### src/rtl/wta_pkg.sv
// Shared types and defaults for the winner-take-all stage.
// The optional hysteresis feature is selected by the WTA_HYST_EN macro.
package wta_pkg;

  localparam int unsigned WTA_N_DEF    = 4;
  localparam int unsigned WTA_W_DEF    = 8;
  localparam int unsigned WTA_HYST_DEF = 2;

  typedef enum logic [1:0] {
    ST_IDLE = 2'd0,
    ST_SCAN = 2'd1,
    ST_DONE = 2'd2
  } wta_state_e;

  function automatic int unsigned idx_w(input int unsigned n);
    return $clog2(n);
  endfunction

endpackage

### src/rtl/wta_score.sv
// Effective score of one channel: raw value, plus HYST for the previous winner
// when WTA_HYST_EN is defined.
module wta_score
  import wta_pkg::*;
#(
  parameter int unsigned N    = WTA_N_DEF,
  parameter int unsigned W    = WTA_W_DEF,
  parameter int unsigned HYST = WTA_HYST_DEF
) (
  input  logic [W-1:0]        i_value,
  input  logic [idx_w(N)-1:0] i_idx,
  input  logic [idx_w(N)-1:0] i_prev_idx,
  input  logic                i_prev_vld,
  output logic [W:0]          o_score
);

`ifdef WTA_HYST_EN
  logic w_boost;
  assign w_boost = i_prev_vld && (i_idx == i_prev_idx);
  assign o_score = w_boost ? ({1'b0, i_value} + (W+1)'(HYST)) : {1'b0, i_value};
`else
  logic w_unused;
  assign w_unused = ^{i_idx, i_prev_idx, i_prev_vld, (HYST != 0)};
  assign o_score  = {1'b0, i_value};
`endif

endmodule

### src/rtl/wta_multi.sv
// N-channel winner-take-all: captures one sample, scans one channel per clock and
// presents the winner's value in its slot. Hysteresis via WTA_HYST_EN.
module wta_multi
  import wta_pkg::*;
#(
  parameter int unsigned N    = WTA_N_DEF,
  parameter int unsigned W    = WTA_W_DEF,
  parameter int unsigned HYST = WTA_HYST_DEF
) (
  input  logic                clk,
  input  logic                rst,
  input  logic                in_valid,
  output logic                in_ready,
  input  logic [N*W-1:0]      in_data,
  output logic                out_valid,
  input  logic                out_ready,
  output logic [N*W-1:0]      out_data,
  output logic [idx_w(N)-1:0] out_idx,
  output logic [W-1:0]        out_max
);

  localparam int unsigned IW = idx_w(N);
  localparam logic [IW-1:0] LAST = IW'(N - 1);

  wta_state_e    r_state;
  logic [IW-1:0] r_cnt;
  logic [IW-1:0] r_best_idx;
  logic [W:0]    r_best_score;
  logic [W-1:0]  r_buf [N];
  logic          r_out_valid;
  logic [N*W-1:0] r_out_data;
  logic [IW-1:0] r_out_idx;
  logic [W-1:0]  r_out_max;

  logic [W-1:0]  w_in_ch [N];
  logic          w_idle;
  logic [IW-1:0] w_sel_idx;
  logic [W-1:0]  w_sel_val;
  logic [W:0]    w_score;
  logic          w_take;
  logic [IW-1:0] w_win_idx;
  logic [W-1:0]  w_win_val;
  logic [N*W-1:0] w_out_data;
  logic [IW-1:0] w_prev_idx;
  logic          w_prev_vld;

  for (genvar k = 0; k < N; k++) begin : g_ch
    assign w_in_ch[k] = in_data[k*W +: W];
  end

  // In IDLE the scorer sees channel 0 of the live input so the first best is ready at accept.
  assign w_idle    = (r_state == ST_IDLE);
  assign w_sel_idx = w_idle ? '0 : r_cnt;
  assign w_sel_val = w_idle ? w_in_ch[0] : r_buf[r_cnt];

  wta_score #(
    .N    (N),
    .W    (W),
    .HYST (HYST)
  ) u_score (
    .i_value    (w_sel_val),
    .i_idx      (w_sel_idx),
    .i_prev_idx (w_prev_idx),
    .i_prev_vld (w_prev_vld),
    .o_score    (w_score)
  );

  assign w_take    = (w_score >= r_best_score);
  assign w_win_idx = w_take ? r_cnt : r_best_idx;
  assign w_win_val = r_buf[w_win_idx];

  always_comb begin
    w_out_data = '0;
    for (int k = 0; k < N; k++) begin
      if (IW'(k) == w_win_idx) w_out_data[k*W +: W] = r_buf[k];
    end
  end

  always_ff @(posedge clk) begin
    if (rst) begin
      r_state      <= ST_IDLE;
      r_cnt        <= '0;
      r_best_idx   <= '0;
      r_best_score <= '0;
      r_out_valid  <= 1'b0;
      r_out_data   <= '0;
      r_out_idx    <= '0;
      r_out_max    <= '0;
    end else begin
      case (r_state)
        ST_IDLE: if (in_valid) begin
          for (int k = 0; k < N; k++) r_buf[k] <= w_in_ch[k];
          r_best_idx   <= '0;
          r_best_score <= w_score;
          r_cnt        <= IW'(1);
          r_state      <= ST_SCAN;
        end
        ST_SCAN: begin
          r_best_idx <= w_win_idx;
          if (w_take) r_best_score <= w_score;
          r_cnt <= r_cnt + IW'(1);
          if (r_cnt == LAST) begin
            r_cnt       <= '0;
            r_out_valid <= 1'b1;
            r_out_data  <= w_out_data;
            r_out_idx   <= w_win_idx;
            r_out_max   <= w_win_val;
            r_state     <= ST_DONE;
          end
        end
        ST_DONE: if (out_ready) begin
          r_out_valid <= 1'b0;
          r_state     <= ST_IDLE;
        end
        default: r_state <= ST_IDLE;
      endcase
    end
  end

`ifdef WTA_HYST_EN
  logic [IW-1:0] r_prev_idx;
  logic          r_prev_vld;

  always_ff @(posedge clk) begin
    if (rst) begin
      r_prev_idx <= '0;
      r_prev_vld <= 1'b0;
    end else if (r_state == ST_SCAN && r_cnt == LAST) begin
      r_prev_idx <= w_win_idx;
      r_prev_vld <= 1'b1;
    end
  end

  assign w_prev_idx = r_prev_idx;
  assign w_prev_vld = r_prev_vld;
`else
  assign w_prev_idx = '0;
  assign w_prev_vld = 1'b0;
`endif

  assign in_ready  = w_idle;
  assign out_valid = r_out_valid;
  assign out_data  = r_out_data;
  assign out_idx   = r_out_idx;
  assign out_max   = r_out_max;

endmodule

### config.mk
export PLATFORM = sky130hd
export DESIGN_NAME = wta_multi
export DESIGN_NICKNAME = d
export VERILOG_FILES = /design/src/rtl/wta_pkg.sv /design/src/rtl/wta_score.sv /design/src/rtl/wta_multi.sv
export SDC_FILE = /design/constraint.sdc
export NUM_CORES = 1
export LEC_CHECK = 0
export ABC_AREA = 1
export CORE_MARGIN = 2
export CORE_UTILIZATION = 35
export CTS_BUF_LIST = sky130_fd_sc_hd__clkbuf_16
export DETAILED_ROUTE_END_ITERATION = 8
export GPL_TIMING_DRIVEN = 0
export HOLD_SLACK_MARGIN = 0.15
export PLACE_DENSITY = 0.55
export SYNTH_ARGS = -nofsm -noshare
export SYNTH_HDL_FRONTEND = slang
export SYNTH_HIERARCHICAL = 1
export SYNTH_SLANG_ARGS = --single-unit
export TNS_END_PERCENT = 1
### constraint.sdc
create_clock -name clk -period 7.4 [get_ports clk]
set_input_delay 1.85 -clock clk [delete_from_list [all_inputs] [get_ports clk]]
set_output_delay 1.85 -clock clk [all_outputs]
set_load 0.01 [all_outputs]
==> run summary <==
Status -> completed
Power Dens Cells -> 224 mW/mm^2
CTS sink count -> 92
Initial Util -> 35.5%
Final TNS setup -> 0 ps
Post-DR wirelength/cell -> 15.3 um
Largest net degree at the start of global routing -> 33
Hold Crit Depth -> 2
GRT Util Overall -> 18.3%
Register Area -> 0.00216 sq mm
Post_cts resized -> 0
Core Box Area -> 0.0119 sq mm
Gr ovfl total -> 0
Pre-antenna DRT Iters -> 5
Multi-input logic area -> 0.00174 sq mm
Reg2Reg Depth -> 21
Slew @ Worst Pin -> 952 ps
CP startpoint kind -> input pin
DRT Wirelength -> 11.5 mm
Worst Path Max Fanout -> 10
Tcrit/Tclk final -> 54.5%
Leak -> 2.16 nW
Avg Cell Area, Syn -> 8.31 sq um
Clk_lat worst skew -> 360 ps
Antenna-violating nets left -> 0
H-tree depth -> 3
Setup-failing EPs final -> 0
Inst Count DP -> 733
Routability cong. -> 0.903
Initial antenna violation count -> 0
Power, Total -> 1.22 mW
Max-cap violations -> 0
WP data arrival -> 4250 ps
Layout area overhead -> 29.2%
HP Class -> reg2reg
Die Ht -> 114 um
Max_slew headroom -> 36.4%
Finished Layout Cells -> 749
CTS clk-pin slew, worst paths -> 60 ps
Setup bufs post-CTS -> 0
Syn Nets -> 554
Vias per cell -> 4.84
Peak Freq -> 0.248 GHz
Cells after Synth -> 508
Minimum clock period -> 4030 ps
First-pass GRT wire length -> 18.0 mm
Ports -> 80
RSZ-0062 raised after global routing -> no
DIE AREA -> 0.0130 sq mm
Worst Path Required -> 7620 ps
Root Driver -> clkbuf_16
Max clock buf depth -> 2
Num CTS Buffers -> 9
# diodes -> 0
DRT iter0 DRCs -> 327
Yosys warnings -> 6
Fin. max-slew vios -> 0
Hold Vio Cnt, Final -> 0
Final #Nets -> 643
Endpoint type of the worst setup path -> register
Cell row count -> 40
Share of cells above drive strength 1 -> 9.47%
CTS tree -> done
DR vias -> 3626
Die width -> 114 um
Worst Skew -> 9.92 ps
Drt drc -> 0
Crit path kind -> in2reg
Port Buf Inserts -> 78
CTS Hold Bufs -> 0
VDD IR max -> 0.000142 V
Vias in the first global route -> 3529
Fillers -> 1181
Netlist Area Pre-Place -> 0.00422 sq mm
Hpwl dp -> 8.62 mm
[through the flow]
stage | hold slack, ps | util, % | area (sq um) | setup slack [ps]
floorplan | 428 | - | 4220 | 3360
global placement | 438 | 43.6 | 5190 | 2360
detailed placement | 453 | 43.6 | 5190 | 2980
CTS | 462 | 45.8 | 5460 | 3350
global route | 492 | 45.8 | 5460 | 3190
finish | 458 | 45.8 | 5460 | 3370
[layout by cell type, fill, tap and decap left out]
cell type	instances
clkdlybuf4s50_1	78
nor2_4	4
o21ai_2	1
buf_2	3
nor2_8	1
o21ai_1	1
clkbuf_16	9
buf_4	14
clkinv_1	1
nand2_2	3
clkinvlp_4	1
nand3b_1	2
nor2_1	63
a21oi_1	51
nand3_2	3
buf_6	3
conb_1	1
edfxtp_1	32
ha_1	10
clkinv_2	4
o21a_1	2
a31oi_1	8
inv_2	4
dfxtp_1	60
o21ai_0	44
clkbuf_1	16
nand2_4	5
nor2_2	1
o21a_2	1
inv_1	27
o211ai_1	2
a211oi_1	1
nand3_1	41
nand2_1	105
[path summary, 6_finish.rpt]
path	from	to	slack, ps
worst max register to register	register	out_max[4]	4110
worst min-delay path	r_best_score[3]	r_best_score[3]	460
worst max-delay path	in_data[4]	out_max[4]	3370
worst min register to register	r_best_score[3]	r_best_score[3]	460
[final cells by class]
type	instances	share of cell area [%]
plain buffers	36	3.92
inverters	30	2.06
well taps	147	3.37
clock inverters	7	0.642
repair buffers	78	14.3
multi-input cells	350	31.9
clock buffers	9	4.13
flip-flops and latches	92	39.6
[worst max-delay path: stages]
cell and delay [ps]:
clkdlybuf4s50_1 510, nor2_1 60, a31oi_1 200, buf_4 150, ha_1 220, nand2_1 90, inv_1 40, nand2_1 80
nand3_2 100, nand2_4 110, nand3_2 180, buf_4 230, nand3_1 90, nand2_1 80, nand2_1 70, nor2_1 40
nor2_1 110, nor2_1 50
[layer usage]
metal | vias up | wire length, um | global-route usage (%)
li1 | 1863 | - | -
met1 | 1655 | 5380 | 24.3
met2 | 90 | 5320 | 28.3
met3 | 18 | 535 | 4.25
met4 | 0 | 254 | 8.37
met5 | - | 0 | 0
[flip-flops by register name (all words and copies together) (netlist names), 2 cells and up, named ones only]
register and cells:
out_data 32, r_buf 32, r_best_score 9, out_max 8
out_idx 2, r_best_idx 2, r_cnt 2, r_state 2
[power breakdown]
group / switching [mW] / internal (mW)
logic: 0.156 / 0.0958
registers: 0.0133 / 0.544
clock network: 0.192 / 0.223
No activity file was read; power rests on OpenSTA's default activity.
